**src/rtl/sample_window_shiftreg.sv**
```systemverilog
// Sliding window of the last DEPTH samples, newest in slot 0, with optional
// decimation, freeze, synchronous clear, fill tracking and indexed tap readout.
module sample_window_shiftreg #(
   parameter int WIDTH = 1,
   parameter int DEPTH = 51,
   parameter int DECIM = 1,
   parameter int IDX_W = $clog2(DEPTH),
   parameter int CNT_W = $clog2(DEPTH + 1)
) (
   input  logic                   clk,
   input  logic                   reset,
   input  logic                   clear,
   input  logic                   in_valid,
   input  logic [WIDTH-1:0]       in_data,
   input  logic                   freeze,
   input  logic [IDX_W-1:0]       tap_idx,
   output logic [DEPTH*WIDTH-1:0] window,
   output logic [WIDTH-1:0]       tap_data,
   output logic [CNT_W-1:0]       fill_count,
   output logic                   window_full,
   output logic                   out_valid
);

   localparam int DC_W = (DECIM > 1) ? $clog2(DECIM) : 1;
   localparam logic [DC_W-1:0]  DC_LAST  = DC_W'(DECIM - 1);
   localparam logic [CNT_W-1:0] FILL_MAX = CNT_W'(DEPTH);
   localparam logic [IDX_W:0]   TAP_LIM  = (IDX_W + 1)'(DEPTH);

   logic [WIDTH-1:0] slot_q [DEPTH];
   logic [DC_W-1:0]  dc_q, dc_d;
   logic [CNT_W-1:0] fill_q, fill_d;
   logic             ov_q, ov_d;
   logic             accept;

   // A candidate sample only counts towards decimation when not frozen.
   always_comb begin
      accept = 1'b0;
      dc_d   = dc_q;
      if (in_valid && !freeze) begin
         if (dc_q == DC_LAST) begin
            accept = 1'b1;
            dc_d   = '0;
         end else begin
            dc_d = dc_q + DC_W'(1);
         end
      end
   end

   always_comb begin
      fill_d = fill_q;
      if (accept && (fill_q != FILL_MAX)) begin
         fill_d = fill_q + CNT_W'(1);
      end
      ov_d = accept && (fill_d == FILL_MAX);
   end

   always_ff @(posedge clk or posedge reset) begin
      if (reset) begin
         dc_q   <= '0;
         fill_q <= '0;
         ov_q   <= 1'b0;
      end else if (clear) begin
         dc_q   <= '0;
         fill_q <= '0;
         ov_q   <= 1'b0;
      end else begin
         dc_q   <= dc_d;
         fill_q <= fill_d;
         ov_q   <= ov_d;
      end
   end

   genvar gi;
   generate
      for (gi = 0; gi < DEPTH; gi++) begin : g_slot
         logic [WIDTH-1:0] slot_d;

         if (gi == 0) begin : g_head
            assign slot_d = in_data;
         end else begin : g_body
            assign slot_d = slot_q[gi-1];
         end

         always_ff @(posedge clk or posedge reset) begin
            if (reset) begin
               slot_q[gi] <= '0;
            end else if (clear) begin
               slot_q[gi] <= '0;
            end else if (accept) begin
               slot_q[gi] <= slot_d;
            end
         end

         assign window[gi*WIDTH +: WIDTH] = slot_q[gi];
      end
   endgenerate

   // Indices past the last slot exist when DEPTH is not a power of two.
   always_comb begin
      tap_data = '0;
      if ({1'b0, tap_idx} < TAP_LIM) begin
         tap_data = slot_q[tap_idx];
      end
   end

   assign fill_count  = fill_q;
   assign window_full = (fill_q == FILL_MAX);
   assign out_valid   = ov_q;

endmodule

```
**config.mk**
```make
export PLATFORM = sky130hd
export DESIGN_NAME = sample_window_shiftreg
export DESIGN_NICKNAME = d
export VERILOG_FILES = /design/src/rtl/sample_window_shiftreg.sv
export SDC_FILE = /design/constraint.sdc
export NUM_CORES = 1
export LEC_CHECK = 0
export CORE_ASPECT_RATIO = 1.75
export CORE_UTILIZATION = 50
export DETAILED_ROUTE_END_ITERATION = 12
export PLACE_DENSITY = 0.88
export SLEW_MARGIN = 20
export SYNTH_ARGS = -nofsm -noshare
export SYNTH_HDL_FRONTEND = slang
export SYNTH_SLANG_ARGS = --single-unit
```
**constraint.sdc**
```tcl
create_clock -name clk -period 6.4 [get_ports clk]
set_input_delay 1.6 -clock clk [delete_from_list [all_inputs] [get_ports clk]]
set_output_delay 1.6 -clock clk [all_outputs]
set_load 0.03 [all_outputs]
```
# Word level (Yosys, flattened, before mapping)
# Cells that the tools add are included.
[totals]
ff_bits = 59
latchBits = 0
ram_bits = 0
rom_bits = 0
inputBits = 12
output_inout_bits = 60
elab_cells = 182
memories = 0
[op_classes]
n_addsub = 2
n_mul = 0
n_div = 0
magnitude_cmp = 2
n_eq_ne = 3
shifts = 0
n_mux = 114
n_bitwise = 1
reduce_logical = 6
[op_table]
columns = ["op", "n"]
rows = [
  ["two-way mux 1 bit", 111],
  ["equality test 6 bit, second input constant", 2],
  ["two-way mux 6 bit", 2],
  [">= comparator 7 bit, second input constant", 1],
  ["NOT 6 -> 7 bit", 1],
  ["adder 6 x 1 -> 6 bit, second input constant", 1],
  ["binary-select mux 1 bit (select 6 bit)", 1],
  ["less-than comparator 6 bit, second input constant", 1],
  ["inequality test 6 bit, second input constant", 1],
  ["nonzero test 2 bit", 2],
  ["logical AND 1 bit", 3],
  ["adder 1 bit, second input constant", 1],
  ["logical NOT 1 bit", 1],
]

# Depth between registers and ports, before layout
[logic_depth]
depth_word = 8
depth_mapped = 7

# Worst setup path after synthesis
# OpenSTA, ideal clock, no wires.
[synth_timing]
kind = "in2out"
start = "input tap_idx[1]"
end = "output tap_data"
arrival_time_ns = 3.109
required_time_ns = 4.800
setup_slack_ns = 1.691
stages = 6
path_buffers = 2
cell_sequence = "buf_6 -> buf_12 -> mux4_1 -> o211ai_1 -> mux4_2 -> o211ai_1"
[synth_via]
elab_chain_len = 5
[synth_lines]
columns = ["item", "line", "rtl"]
rows = [
  ["from (decl)", "16", "input logic [IDX_W-1:0] tap_idx,"],
  ["NOT 6 -> 7 bit (implied by the code)", "102", "tap_data = slot_q[tap_idx];"],
  ["binary-select mux 1 bit (select 6 bit)", "102", ""],
  ["two-way mux 1 bit (implied by the code) (2 in a row)", "102", ""],
  ["two-way mux 1 bit *", "101", "if ({1'b0, tap_idx} < TAP_LIM) begin"],
  ["to (decl)", "18", "output logic [WIDTH-1:0] tap_data,"],
]
# Every way passes the cells marked *; elsewhere a longest branch is shown, timed or not. The select of a mux whose other input is x is not followed.

# Worst setup path in the final report
# Same ends and word-level chain as after synthesis.

==> metrics.cfg <==
[sta]
finalCritPeriodShare_pct = 92.1
setup_tns_ns = 0
slew_headroom_pct = 32.4
period_needed_ns = 5.90
setup_viol = 0
clock_skew_ns = 0.00539
fmax_mhz = 170
rsz0062_at_grt = false
worst_pin_slew_ns = 1.01
maxSlewViolCount = 0
hold_slack_ns = 0.557
hold_viol = 0

[critical_path]
r2r_start = fill_count[0]$_DFF_PP0_
cp-start-kind = input pin
cp_cell_sequence = clkdlybuf4s50_1 > buf_4 > mux4_1 > mux2i_1 > mux4_2 > o211ai_1 > clkdlybuf4s50_1
endpoint_kind = primary output
worstPathArrival_ns = 4.30
cp_data_required_time_ns = 4.80
cpMostUsedCell = clkdlybuf4s50_1
path_max_fanout = 10
criticalPathCategory = input pin to primary output
r2r_cells = 5
cp_num_buf_inv = 3
slowest_delay_ns = 0.71
crit_family = buffers and inverters
slowest_stage = clkdlybuf4s50_1
reg2reg_to = out_valid$_DFF_PP0_
reg2reg_slack_ns = 4.85

[synthesis]
synth_edf_count = 0
synth_area_leaders = dfrtp_1 (44%), nand2_1 (12%), buf_4 (11%)
ys_ff_latch = 58
yosysUniqueCellTypes = 34
syn_nets = 369
ys_seq_area_share_pct = 44.5
async_flop_share_pct = 100
synth_largest_area_cell = dfrtp_1
netlist_area_mm2 = 0.00326
synth_area_per_cell_um2 = 9.17
synth_ff_type = dfrtp_1
synth_top_area_share_pct = 44.5
synth_cells = 356
yosysWarnings = 0

[cts]
cts_root_buf = clkbuf_8
clk_pin_slew_ns = 0.06
clock-sinks = 58
clock_latency_ns = 0.34
h-tree-depth = 3
post_cts_buffers = 0
numCtsBuffers = 9
cts_resized = 0
cts_buffer_depth = 2
cts_tree = built
cts_hold_buf = 0

[final_layout]
n_antenna_cell = 0
final_nets = 383
synthToLayoutAreaGrowth_pct = 15.8
fill_cells = 494
final_common_cell = nand2_1
layout_common_cells = nand2_1 (108), clkdlybuf4s50_1 (70), dfrtp_1 (58), a21oi_1 (53), clkbuf_8 (10)
drive_above_1_share_pct = 6.70

[placement]
gp_congestion = 0.854
port_buffers = 71
hpwl_um = 5060

[power]
irDropWorstVdd_uv = 124
p_per_area_mw_per_mm2 = 187
p_leak_nw = 1.55

[global_routing]
grt_max_degree = 59
grt_antenna_before_repair = 0
grt_overflow = 0
grt_pass1_wl_um = 11900
grt_pass1_vias = 2485
grtUsageTotal_pct = 23.2

[min_path]
hold_class = register to register
whs_endpoint = g_slot[41].slot_d$_DFFE_PP0P_
hold_depth = 2
min_from = g_slot[41].slot_d$_DFFE_PP0P_

[floorplanning]
die_x_um = 63.1
initial_utilization_pct = 52.4
num_rows = 38
dieArea_mm2 = 0.00687
die_y_um = 109
coreArea_mm2 = 0.00623
ios = 72

[outcome]
status = finished, final reports clean

[route]
drc = 0
drt_iter0_markers = 143
routedWlPerCell_um = 16.5
ant_nets = 0
wirelength_um = 7460
route.vias.total = 2561
firstDrtPassIters = 5
viasPerCell = 5.65

[flow_run]
max_cap_viol_count = 0

## how the worst max path moves through the flow
stage               depth (start not counted)        from       end  slack, ns
CTS                                         7  tap_idx[1]  tap_data       0.51
detailed placement                          7  tap_idx[1]  tap_data       0.51
global placement                            7  tap_idx[1]  tap_data       0.59
finish                                      7  tap_idx[1]  tap_data       0.50
floorplan                                   6  tap_idx[1]  tap_data       1.69
global route                                7  tap_idx[1]  tap_data       0.38
## metal layers
metal	track usage, %	routed length [um]	vias to the layer above	part of all wire (%)
met3	6.07	403	28	5.4
met5	0	0	-	0
li1	-	-	1169	-
met1	26.5	2810	1256	38
met4	16.8	300	0	4.0
met2	37.4	3940	108	53
## stage by stage
step | area, um2 | setup slack (ns) | power, mW | cells | util (%)
finish | 3780 | 0.503 | 0.705 | 453 | 60.7
CTS | 3780 | 0.510 | 0.709 | 453 | 60.7
global route | 3780 | 0.378 | 0.729 | 453 | 60.7
global placement | 3630 | 0.592 | 0.430 | 439 | 58.2
detailed placement | 3630 | 0.512 | 0.431 | 439 | 58.2
floorplan | 3260 | 1.69 | 0.414 | 356 | -
## synthesized netlist by cell type (2+ instances only)
| master | instances |
|---|---|
| nand2_1 | 108 |
| dfrtp_1 | 58 |
| a21oi_1 | 53 |
| buf_4 | 50 |
| clkbuf_1 | 18 |
| mux4_1 | 8 |
| mux2i_1 | 7 |
| nor2_1 | 7 |
| inv_1 | 5 |
| nand3_1 | 4 |
| xnor2_1 | 4 |
| mux4_2 | 3 |
| o21ai_0 | 3 |
| mux2_2 | 2 |
| nand2b_1 | 2 |
| nand3b_1 | 2 |
| nand4_1 | 2 |
| o211ai_1 | 2 |
| or3_1 | 2 |
| xor2_1 | 2 |
## state kept, by name (all words and copies together) (netlist names)
| name | count |
|---|---|
| fill_count | 6 |
| g_slot.slot_d | 50 |
| out_valid | 1 |
| window | 1 |
## worst min-delay path, cell delays in order (launching register included)
cell and delay (ns):
dfrtp_1 0.40, nand2_1 0.06, a21oi_1 0.05
## logic make-up after synthesis
group,count (synthesis),synth area share (%)
AOI/OAI and AO/OA,61,9.89
xor gates and xnor gates,6,1.61
adders and majority gates,1,0.383
buffers and inverters,77,15.4
DFF,58,44.5
muxes,21,11.8
and+or+nand+nor,132,16.5
## cell type report
class	count	area (um2)	share of cell area [%]
multi-input cells	221	1320	35.0
flip-flops and latches	58	1450	38.4
repair buffers	75	736	19.5
clock buffers	14	153	4.04
well taps	80	100	2.65
inverters	5	18.8	0.497
## report_power, final
part | switching, mW | leakage (nW) | internal, mW
clock | 0.133 | 0.0766 | 0.147
sequential | 0.00145 | 0.809 | 0.368
combinational | 0.0374 | 0.660 | 0.0180
(Power assumes the default switching activity.)
